<file path="config.mk">
export PLATFORM = sky130hd
export DESIGN_NAME = pipeline_hazard_ctrl
export DESIGN_NICKNAME = d
export VERILOG_FILES = /design/src/rtl/core_pkg.sv /design/src/rtl/hazard_lu_detect.sv /design/src/rtl/pipeline_hazard_ctrl.sv
export SDC_FILE = /design/constraint.sdc
export NUM_CORES = 1
export LEC_CHECK = 0
export BUFFER_PORTS_ARGS = -buffer_cell sky130_fd_sc_hd__clkbuf_2
export CELL_PAD_IN_SITES_DETAIL_PLACEMENT = 0
export CELL_PAD_IN_SITES_GLOBAL_PLACEMENT = 1
export CORE_MARGIN = 2
export CORE_UTILIZATION = 19
export CTS_CLUSTER_SIZE = 10
export DETAILED_ROUTE_END_ITERATION = 10
export PLACE_DENSITY = 0.79
export SLEW_MARGIN = 0
export SYNTH_ARGS = -nofsm -noshare
export SYNTH_HDL_FRONTEND = slang
export SYNTH_SLANG_ARGS = --single-unit
</file>
<file path="constraint.sdc">
create_clock -name clk -period 1.6 [get_ports clk]
set_input_delay 0.08 -clock clk [delete_from_list [all_inputs] [get_ports clk]]
set_output_delay 0.08 -clock clk [all_outputs]
set_load 0.01 [all_outputs]
</file>
<file path="src/rtl/core_pkg.sv">
// Shared types and constants for the core's hazard control logic.
// The optional perf counters in pipeline_hazard_ctrl are enabled with
// the HAZARD_PERF_CNT_EN macro.
package core_pkg;

  localparam int REG_ADDR_W  = 5;
  // Wide enough for FLUSH_CYCLES-1 with FLUSH_CYCLES up to 4
  localparam int FLUSH_CNT_W = 2;

  typedef enum logic [1:0] {
    ST_RUN    = 2'd0,
    ST_FLUSH  = 2'd1,
    ST_MULDIV = 2'd2
  } hzd_state_e;

  typedef struct packed {
    logic pc_stall;
    logic if_id_stall;
    logic if_id_flush;
    logic id_ex_stall;
    logic id_ex_flush;
    logic ex_mem_flush;
  } pipe_ctrl_t;

  // A register that is being cleared must not also be held
  function automatic pipe_ctrl_t flush_wins(input pipe_ctrl_t c);
    pipe_ctrl_t r;
    r = c;
    if (c.if_id_flush) r.if_id_stall = 1'b0;
    if (c.id_ex_flush) r.id_ex_stall = 1'b0;
    return r;
  endfunction

endpackage

</file>
<file path="src/rtl/hazard_lu_detect.sv">
// Combinational load-use comparator: flags an ID instruction that reads
// the destination of a load currently in EX. x0 never creates a hazard.
module hazard_lu_detect
  import core_pkg::*;
(
  input  logic [REG_ADDR_W-1:0] id_rs1_addr_i,
  input  logic [REG_ADDR_W-1:0] id_rs2_addr_i,
  input  logic                  id_uses_rs1_i,
  input  logic                  id_uses_rs2_i,
  input  logic                  ex_mem_read_i,
  input  logic [REG_ADDR_W-1:0] ex_rd_addr_i,
  output logic                  lu_hazard_o
);

  logic rs1_hit;
  logic rs2_hit;

  assign rs1_hit     = id_uses_rs1_i && (id_rs1_addr_i == ex_rd_addr_i);
  assign rs2_hit     = id_uses_rs2_i && (id_rs2_addr_i == ex_rd_addr_i);
  assign lu_hazard_o = ex_mem_read_i && (ex_rd_addr_i != '0) && (rs1_hit || rs2_hit);

endmodule

</file>
<file path="src/rtl/pipeline_hazard_ctrl.sv">
// Stall/flush sequencer for the 5-stage core. Arbitrates EX redirects,
// mul/div occupancy, load-use hazards and fetch wait states by fixed
// priority. Define HAZARD_PERF_CNT_EN to get saturating stall/flush
// cycle counters; otherwise those outputs are tied to zero.
module pipeline_hazard_ctrl
  import core_pkg::*;
#(
  parameter int FLUSH_CYCLES = 1,
  parameter int CNT_W        = 32
) (
  input  logic                  clk,
  input  logic                  rst_n,
  input  logic [REG_ADDR_W-1:0] id_rs1_addr_i,
  input  logic [REG_ADDR_W-1:0] id_rs2_addr_i,
  input  logic                  id_uses_rs1_i,
  input  logic                  id_uses_rs2_i,
  input  logic                  ex_mem_read_i,
  input  logic [REG_ADDR_W-1:0] ex_rd_addr_i,
  input  logic                  ex_redirect_i,
  input  logic                  ex_muldiv_start_i,
  input  logic                  muldiv_done_i,
  input  logic                  imem_ready_i,
  output logic                  pc_stall_o,
  output logic                  if_id_stall_o,
  output logic                  if_id_flush_o,
  output logic                  id_ex_stall_o,
  output logic                  id_ex_flush_o,
  output logic                  ex_mem_flush_o,
  output logic [1:0]            state_o,
  output logic [CNT_W-1:0]      stall_cnt_o,
  output logic [CNT_W-1:0]      flush_cnt_o
);

  localparam logic [FLUSH_CNT_W-1:0] FLUSH_RELOAD = FLUSH_CNT_W'(FLUSH_CYCLES - 1);

  hzd_state_e             state_q, state_d;
  logic [FLUSH_CNT_W-1:0] flush_left_q, flush_left_d;
  logic                   lu_hazard;
  pipe_ctrl_t             ctrl_raw;
  pipe_ctrl_t             ctrl;

  hazard_lu_detect u_lu_detect (
    .id_rs1_addr_i (id_rs1_addr_i),
    .id_rs2_addr_i (id_rs2_addr_i),
    .id_uses_rs1_i (id_uses_rs1_i),
    .id_uses_rs2_i (id_uses_rs2_i),
    .ex_mem_read_i (ex_mem_read_i),
    .ex_rd_addr_i  (ex_rd_addr_i),
    .lu_hazard_o   (lu_hazard)
  );

  // State and remaining-flush-cycle registers
  always_ff @(posedge clk or negedge rst_n) begin
    if (!rst_n) begin
      state_q      <= ST_RUN;
      flush_left_q <= '0;
    end else begin
      state_q      <= state_d;
      flush_left_q <= flush_left_d;
    end
  end

  // Next-state selection by event priority
  always_comb begin
    state_d      = state_q;
    flush_left_d = flush_left_q;
    case (state_q)
      ST_RUN: begin
        if (ex_redirect_i) begin
          if (FLUSH_CYCLES > 1) begin
            state_d      = ST_FLUSH;
            flush_left_d = FLUSH_RELOAD;
          end
        end else if (ex_muldiv_start_i && !muldiv_done_i) begin
          state_d = ST_MULDIV;
        end
      end
      ST_FLUSH: begin
        if (ex_redirect_i) begin
          flush_left_d = FLUSH_RELOAD;
        end else if (flush_left_q <= 2'd1) begin
          flush_left_d = '0;
          state_d      = ST_RUN;
        end else begin
          flush_left_d = flush_left_q - 2'd1;
        end
      end
      ST_MULDIV: begin
        if (muldiv_done_i) state_d = ST_RUN;
      end
      default: begin
        state_d      = ST_RUN;
        flush_left_d = '0;
      end
    endcase
  end

  // Stall/flush outputs from current state and inputs, forced low in reset
  always_comb begin
    ctrl_raw = '0;
    case (state_q)
      ST_RUN: begin
        if (ex_redirect_i) begin
          ctrl_raw.if_id_flush = 1'b1;
          ctrl_raw.id_ex_flush = 1'b1;
        end else if (ex_muldiv_start_i) begin
          if (!muldiv_done_i) begin
            ctrl_raw.pc_stall     = 1'b1;
            ctrl_raw.if_id_stall  = 1'b1;
            ctrl_raw.id_ex_stall  = 1'b1;
            ctrl_raw.ex_mem_flush = 1'b1;
          end
        end else if (lu_hazard) begin
          ctrl_raw.pc_stall    = 1'b1;
          ctrl_raw.if_id_stall = 1'b1;
          ctrl_raw.id_ex_flush = 1'b1;
        end else if (!imem_ready_i) begin
          ctrl_raw.pc_stall    = 1'b1;
          ctrl_raw.if_id_flush = 1'b1;
        end
      end
      ST_FLUSH: begin
        ctrl_raw.if_id_flush = 1'b1;
        ctrl_raw.pc_stall    = !imem_ready_i;
        ctrl_raw.id_ex_flush = ex_redirect_i;
      end
      ST_MULDIV: begin
        if (!muldiv_done_i) begin
          ctrl_raw.pc_stall     = 1'b1;
          ctrl_raw.if_id_stall  = 1'b1;
          ctrl_raw.id_ex_stall  = 1'b1;
          ctrl_raw.ex_mem_flush = 1'b1;
        end
      end
      default: ctrl_raw = '0;
    endcase
    ctrl = rst_n ? flush_wins(ctrl_raw) : '0;
  end

  assign pc_stall_o     = ctrl.pc_stall;
  assign if_id_stall_o  = ctrl.if_id_stall;
  assign if_id_flush_o  = ctrl.if_id_flush;
  assign id_ex_stall_o  = ctrl.id_ex_stall;
  assign id_ex_flush_o  = ctrl.id_ex_flush;
  assign ex_mem_flush_o = ctrl.ex_mem_flush;
  assign state_o        = state_q;

`ifdef HAZARD_PERF_CNT_EN
  logic [CNT_W-1:0] stall_cnt_q;
  logic [CNT_W-1:0] flush_cnt_q;

  // Saturating counts of PC-stall and IF/ID-flush cycles
  always_ff @(posedge clk or negedge rst_n) begin
    if (!rst_n) begin
      stall_cnt_q <= '0;
      flush_cnt_q <= '0;
    end else begin
      if (ctrl.pc_stall && (stall_cnt_q != '1)) stall_cnt_q <= stall_cnt_q + CNT_W'(1);
      if (ctrl.if_id_flush && (flush_cnt_q != '1)) flush_cnt_q <= flush_cnt_q + CNT_W'(1);
    end
  end

  assign stall_cnt_o = stall_cnt_q;
  assign flush_cnt_o = flush_cnt_q;
`else
  assign stall_cnt_o = '0;
  assign flush_cnt_o = '0;
`endif

endmodule

</file>
* Yosys cells after proc, flatten, opt, wreduce, memory -nomap -nowiden
Index checks and enable logic that the tools add are counted.
** Word-level totals
- Bits in registers :: 4
- Word-level logic and storage cells :: 56
** Cells by class
- $add $sub $neg :: 1
- Magnitude comparators :: 1
- Equality and inequality tests :: 9
- Muxes and demuxes :: 31
- Reduce and logical (&&, ||, !) cells :: 12
** Operators by type and width (number)
- 2-bit two-way mux :: 10
- 1-bit two-way mux :: 13
- 5-bit equality test :: 2
- 2-bit != test, second input constant :: 5
- 1-bit one-hot mux with 2 select lines :: 4
- 6-bit two-way mux :: 1
- 2-bit one-hot mux with 3 select lines :: 1
- 1-bit logical AND :: 5
- 5-bit AND reduction :: 1
- 5-bit nonzero test :: 1
- 2-bit one-hot mux with 2 select lines :: 1
- 1-bit one-hot mux with 3 select lines :: 1
- 2-bit by 1-bit equality test with 1-bit output, second input constant :: 1
- 2-bit equality test, second input constant :: 1
- 2-bit by 1-bit less-or-equal comparator with 1-bit output, second input constant :: 1
- 1-bit logical NOT :: 2
- 2-bit logical NOT :: 1
- 2-bit OR reduction :: 1
- 2-bit by 1-bit subtractor with 2-bit output, second input constant :: 1
- 1-bit logical OR :: 1

* Depth between registers and ports, before layout
- Word-level depth :: 10
- Gate-level depth with buffers :: 4
- Mapped depth without buffers :: 4

* Hierarchy
A second synthesis with hierarchy kept.
** Unflattened totals
- Cells, all modules :: 102
- Area, all modules :: 772.0 um^2
** By module, submodules not included
- pipeline_hazard_ctrl :: instances 1, cells an instance 85, area each 638.1 um^2, seq. area each 25.0 um^2
- hazard_lu_detect :: instances 1, cells an instance 17, area each 133.9 um^2, seq. area each 0.0 um^2

* Worst setup path before layout
No wires, ideal clock.
- Path type :: register to output
- Start :: register state_q[1], in the netlist state_o[1]
- End :: output port id_ex_flush_o
- Arrival :: 1371 ps
- Required time :: 1520 ps
- Setup slack :: 149 ps
- Stages on the path, launching flop included :: 4
- Buffers on the path :: 0
- Cells stage by stage :: dfrtp_1 and2b_2 or3b_2 o21ai_0
** On the way
- Cells in the longest elaborated chain, start to end :: 3
** RTL lines
- from (decl) :: line pipeline_hazard_ctrl.sv:36 : hzd_state_e state_q, state_d;
- from (signal assigned) :: line pipeline_hazard_ctrl.sv:58 : state_q <= state_d;
- 2-bit by 1-bit equality test with 1-bit output / 2-bit logical NOT (equally long branches) :: line pipeline_hazard_ctrl.sv:101 : case (state_q)
- 1-bit one-hot mux with 2 select lines (*) :: line pipeline_hazard_ctrl.sv:101
- 6-bit two-way mux (*) :: line pipeline_hazard_ctrl.sv:137 : ctrl = rst_n ? flush_wins(ctrl_raw) : '0;
- to (decl) :: line pipeline_hazard_ctrl.sv:27 : output logic id_ex_flush_o,
Mark *: on every way between the ends. The rest lies on a longest branch, timed or not.

* Worst setup path after layout
Same ends and word-level chain as after synthesis.

==> reports/qor.txt <==
vias: 529
area delta synth->final: -3.27%
post-synthesis xor/xnor area fraction: 0.115
maximum operating frequency: 0.673 GHz
main combinational cell family by area after synthesis: buffers and inverters
Setup Skew: 0 ns
Total GRT Usage: 0.0430
Post-Synthesis Mean Instance Area: 7.49 sq um
Worst path top cell family by delay: simple AND/OR/NAND/NOR gates
maxcap violations: 0
RSZ-0062 raised after global routing: no
Synthesis Warnings: 0
initial antenna violation count: 0
power share of the sequential group: 0.146
drt initial violations: 13
slowest CP cell: or3b_2
Compound-Gate Fraction of Synth Area: 0.0900
placer's final routability congestion estimate: 0.670
fin crit share: 0.929
Hold Crit Class: in -> reg
P_sw: 121 uW
Slowest Stage Delay on Critical Path: 0.44 ns
Critical Path Source: state_o[1]
Setup TNS: 0 ns
clk_lat worst skew: 0 ns
Sw Ratio: 0.597
adder-cell share of the synthesized area: 0
DIE AREA: 4550 sq um
post-DR vias/cell: 2.91
Int Power: 81.6 uW
CP Max Fanout: 5
Reg clk slew, reported paths: 0 ns
Arrival @ worst endpoint: 1.41 ns
Cells after Synth: 102
pwr dens: 274 nW/um^2
Distinct cells, synth: 24
Max Slew Vio Count: 0
largest area contributor in the synthesized netlist: buf_4
clock power share: 0
sequential share of the synthesized area: 0.0327
Seq cells post-synth: 1
WP buf/inv: 1
Top Ports: 96
hold_sp: muldiv_done_i
fraction of layout cells with a size suffix above 1: 0.265
crit start category: flop
origin of the critical flop-to-flop path: state_o[1]
CP Cell Sequence: and2b_2, or3b_2, o21ai_1, clkbuf_2
FP Rows: 23
post-synth top area share: 0.638
Pleak: 0.000454 uW
die width: 67.4 microns
Place WS: 0.0216 ns
Synth Cell Area: 764 sq um
Peak VDD IR: 61.9 uV
largest net degree at the start of global routing: 6
DR WL/cell: 6.62 microns
max FFs per register: 1
Die Y: 67.4 microns
mux share of post-synthesis cell area: 0
number of global-route vias before repair: 333
Fill cells: 470
status: completed
Critical Path RT: 1.52 ns
ranking of synthesized cells by area: buf_4 64%, xor2_1 9.2%, dfrtp_1 3.3%
global-route wire length before repair: 1550 microns
total congestion overflow: 0
fin util: 0.188
fin crit period: 1.49 ns
DRC Markers: 0
IO buf count: 30
CP Capture Type: output port
hpwl dp: 1200 microns
Core Area: 3940 sq um
DRT Wirelength: 1200 microns
antenna-violating nets left: 0
final setup fails: 0
Final WS setup: 0.114 ns
simple-gate portion of the synthesized area: 0.105
Initial Utilization: 0.194
# nets final: 158
n_diodes: 0
final hold viol count: 0
critical path type: reg -> out
logic gate share of total power: 0.854
Initial DRT Pass Iterations: 4
[metrics by stage]
stage	hold slack, ns	power [uW]	area, sq um	std cells
after global placement	-0.122	199	729	181
after global routing	0.383	227	739	182
after CTS	0.363	202	739	182
final	0.361	202	739	182
after floorplan	-0.216	261	1000	166
after detailed placement	-0.122	199	729	181
[cells by family (layout without fill, tap and decap cells)]
group / after synthesis / after routing
buffers and inverters: 68 / 34
and+or+nand+nor: 12 / 12
AOI/OAI and AO/OA: 10 / 10
xor gates and xnor gates: 10 / 10
other: 1 / 65
DFF: 1 / 1
[routing by layer]
| layer | vias up | part of all wire | GRT usage |
|---|---|---|---|
| met5 | - | 0 | 0 |
| met4 | 0 | 0 | 0 |
| met3 | 0 | 0.19 | 0.00500 |
| li1 | 257 | - | - |
| met2 | 57 | 0.44 | 0.0730 |
| met1 | 215 | 0.37 | 0.0616 |
[cells in the mapped netlist (all sizes together)]
cell	n
buf	65
xor2	8
o21ai	4
inv	3
nand2	2
nor4	2
o21a	2
xnor2	2
a32oi	1
and2	1
and2b	1
conb	1
dfrtp	1
nand3	1
nor2	1
nor2b	1
o211ai	1
o21bai	1
o311a	1
or2	1
or3b	1
or4	1
[power by group through the flow]
stage          clock network [uW]  logic, uW  registers [uW]
6_report                        0        173            29.5
2_1_floorplan                   0        231            29.8
3_3_place_gp                    0        169            29.3
4_1_cts                         0        172            29.5
5_1_grt                         0        197            30.0
3_5_place_dp                    0        170            29.4
[layout make-up]
class                      instances  area (sq um)  share of cell area
sequential                         1          25.0              0.0338
inverter                           3          11.3              0.0152
tap                               50          62.6              0.0846
multi-input combinational         97           480               0.650
timing repair buffer              31           160               0.217
[worst paths after layout]
check / slack, ns / to / depth (start not counted)
worst max register to register: 0.88 / state_o[1] / 1
worst min-delay path: 0.36 / state_o[1] / 3
worst max-delay path: 0.11 / id_ex_flush_o / 4
max in group asynchronous: 1.06 / state_o[1] / 2
min in group asynchronous: 0.44 / state_o[1] / 2
worst min register to register: 0.57 / state_o[1] / 1
[cell usage in the layout (no fill, tap or decap), drive strengths merged]
cell type,Yosys,routed
nor4,2,2
dfrtp,1,1
a32oi,1,1
o311a,1,1
or4,1,1
inv,3,3
xor2,8,8
nor2b,1,1
or3b,1,1
o21a,2,2
xnor2,2,2
o21ai,4,4
or2,1,1
and2,1,1
clkbuf,0,30
o211ai,1,1
nand3,1,1
nand2,2,2
o21bai,1,1
and2b,1,1
dlygate4sd3,0,1
nor2,1,1
conb,1,65
[what timing repair did]
action	in CTS	in global routing
setup buffers	0	0
resized for setup	0	1
hold buffers	1	0
endpoints found under the hold margin	1	0
endpoints found under the setup margin	0	1
Note: power is estimated with default switching activity, not from simulation.
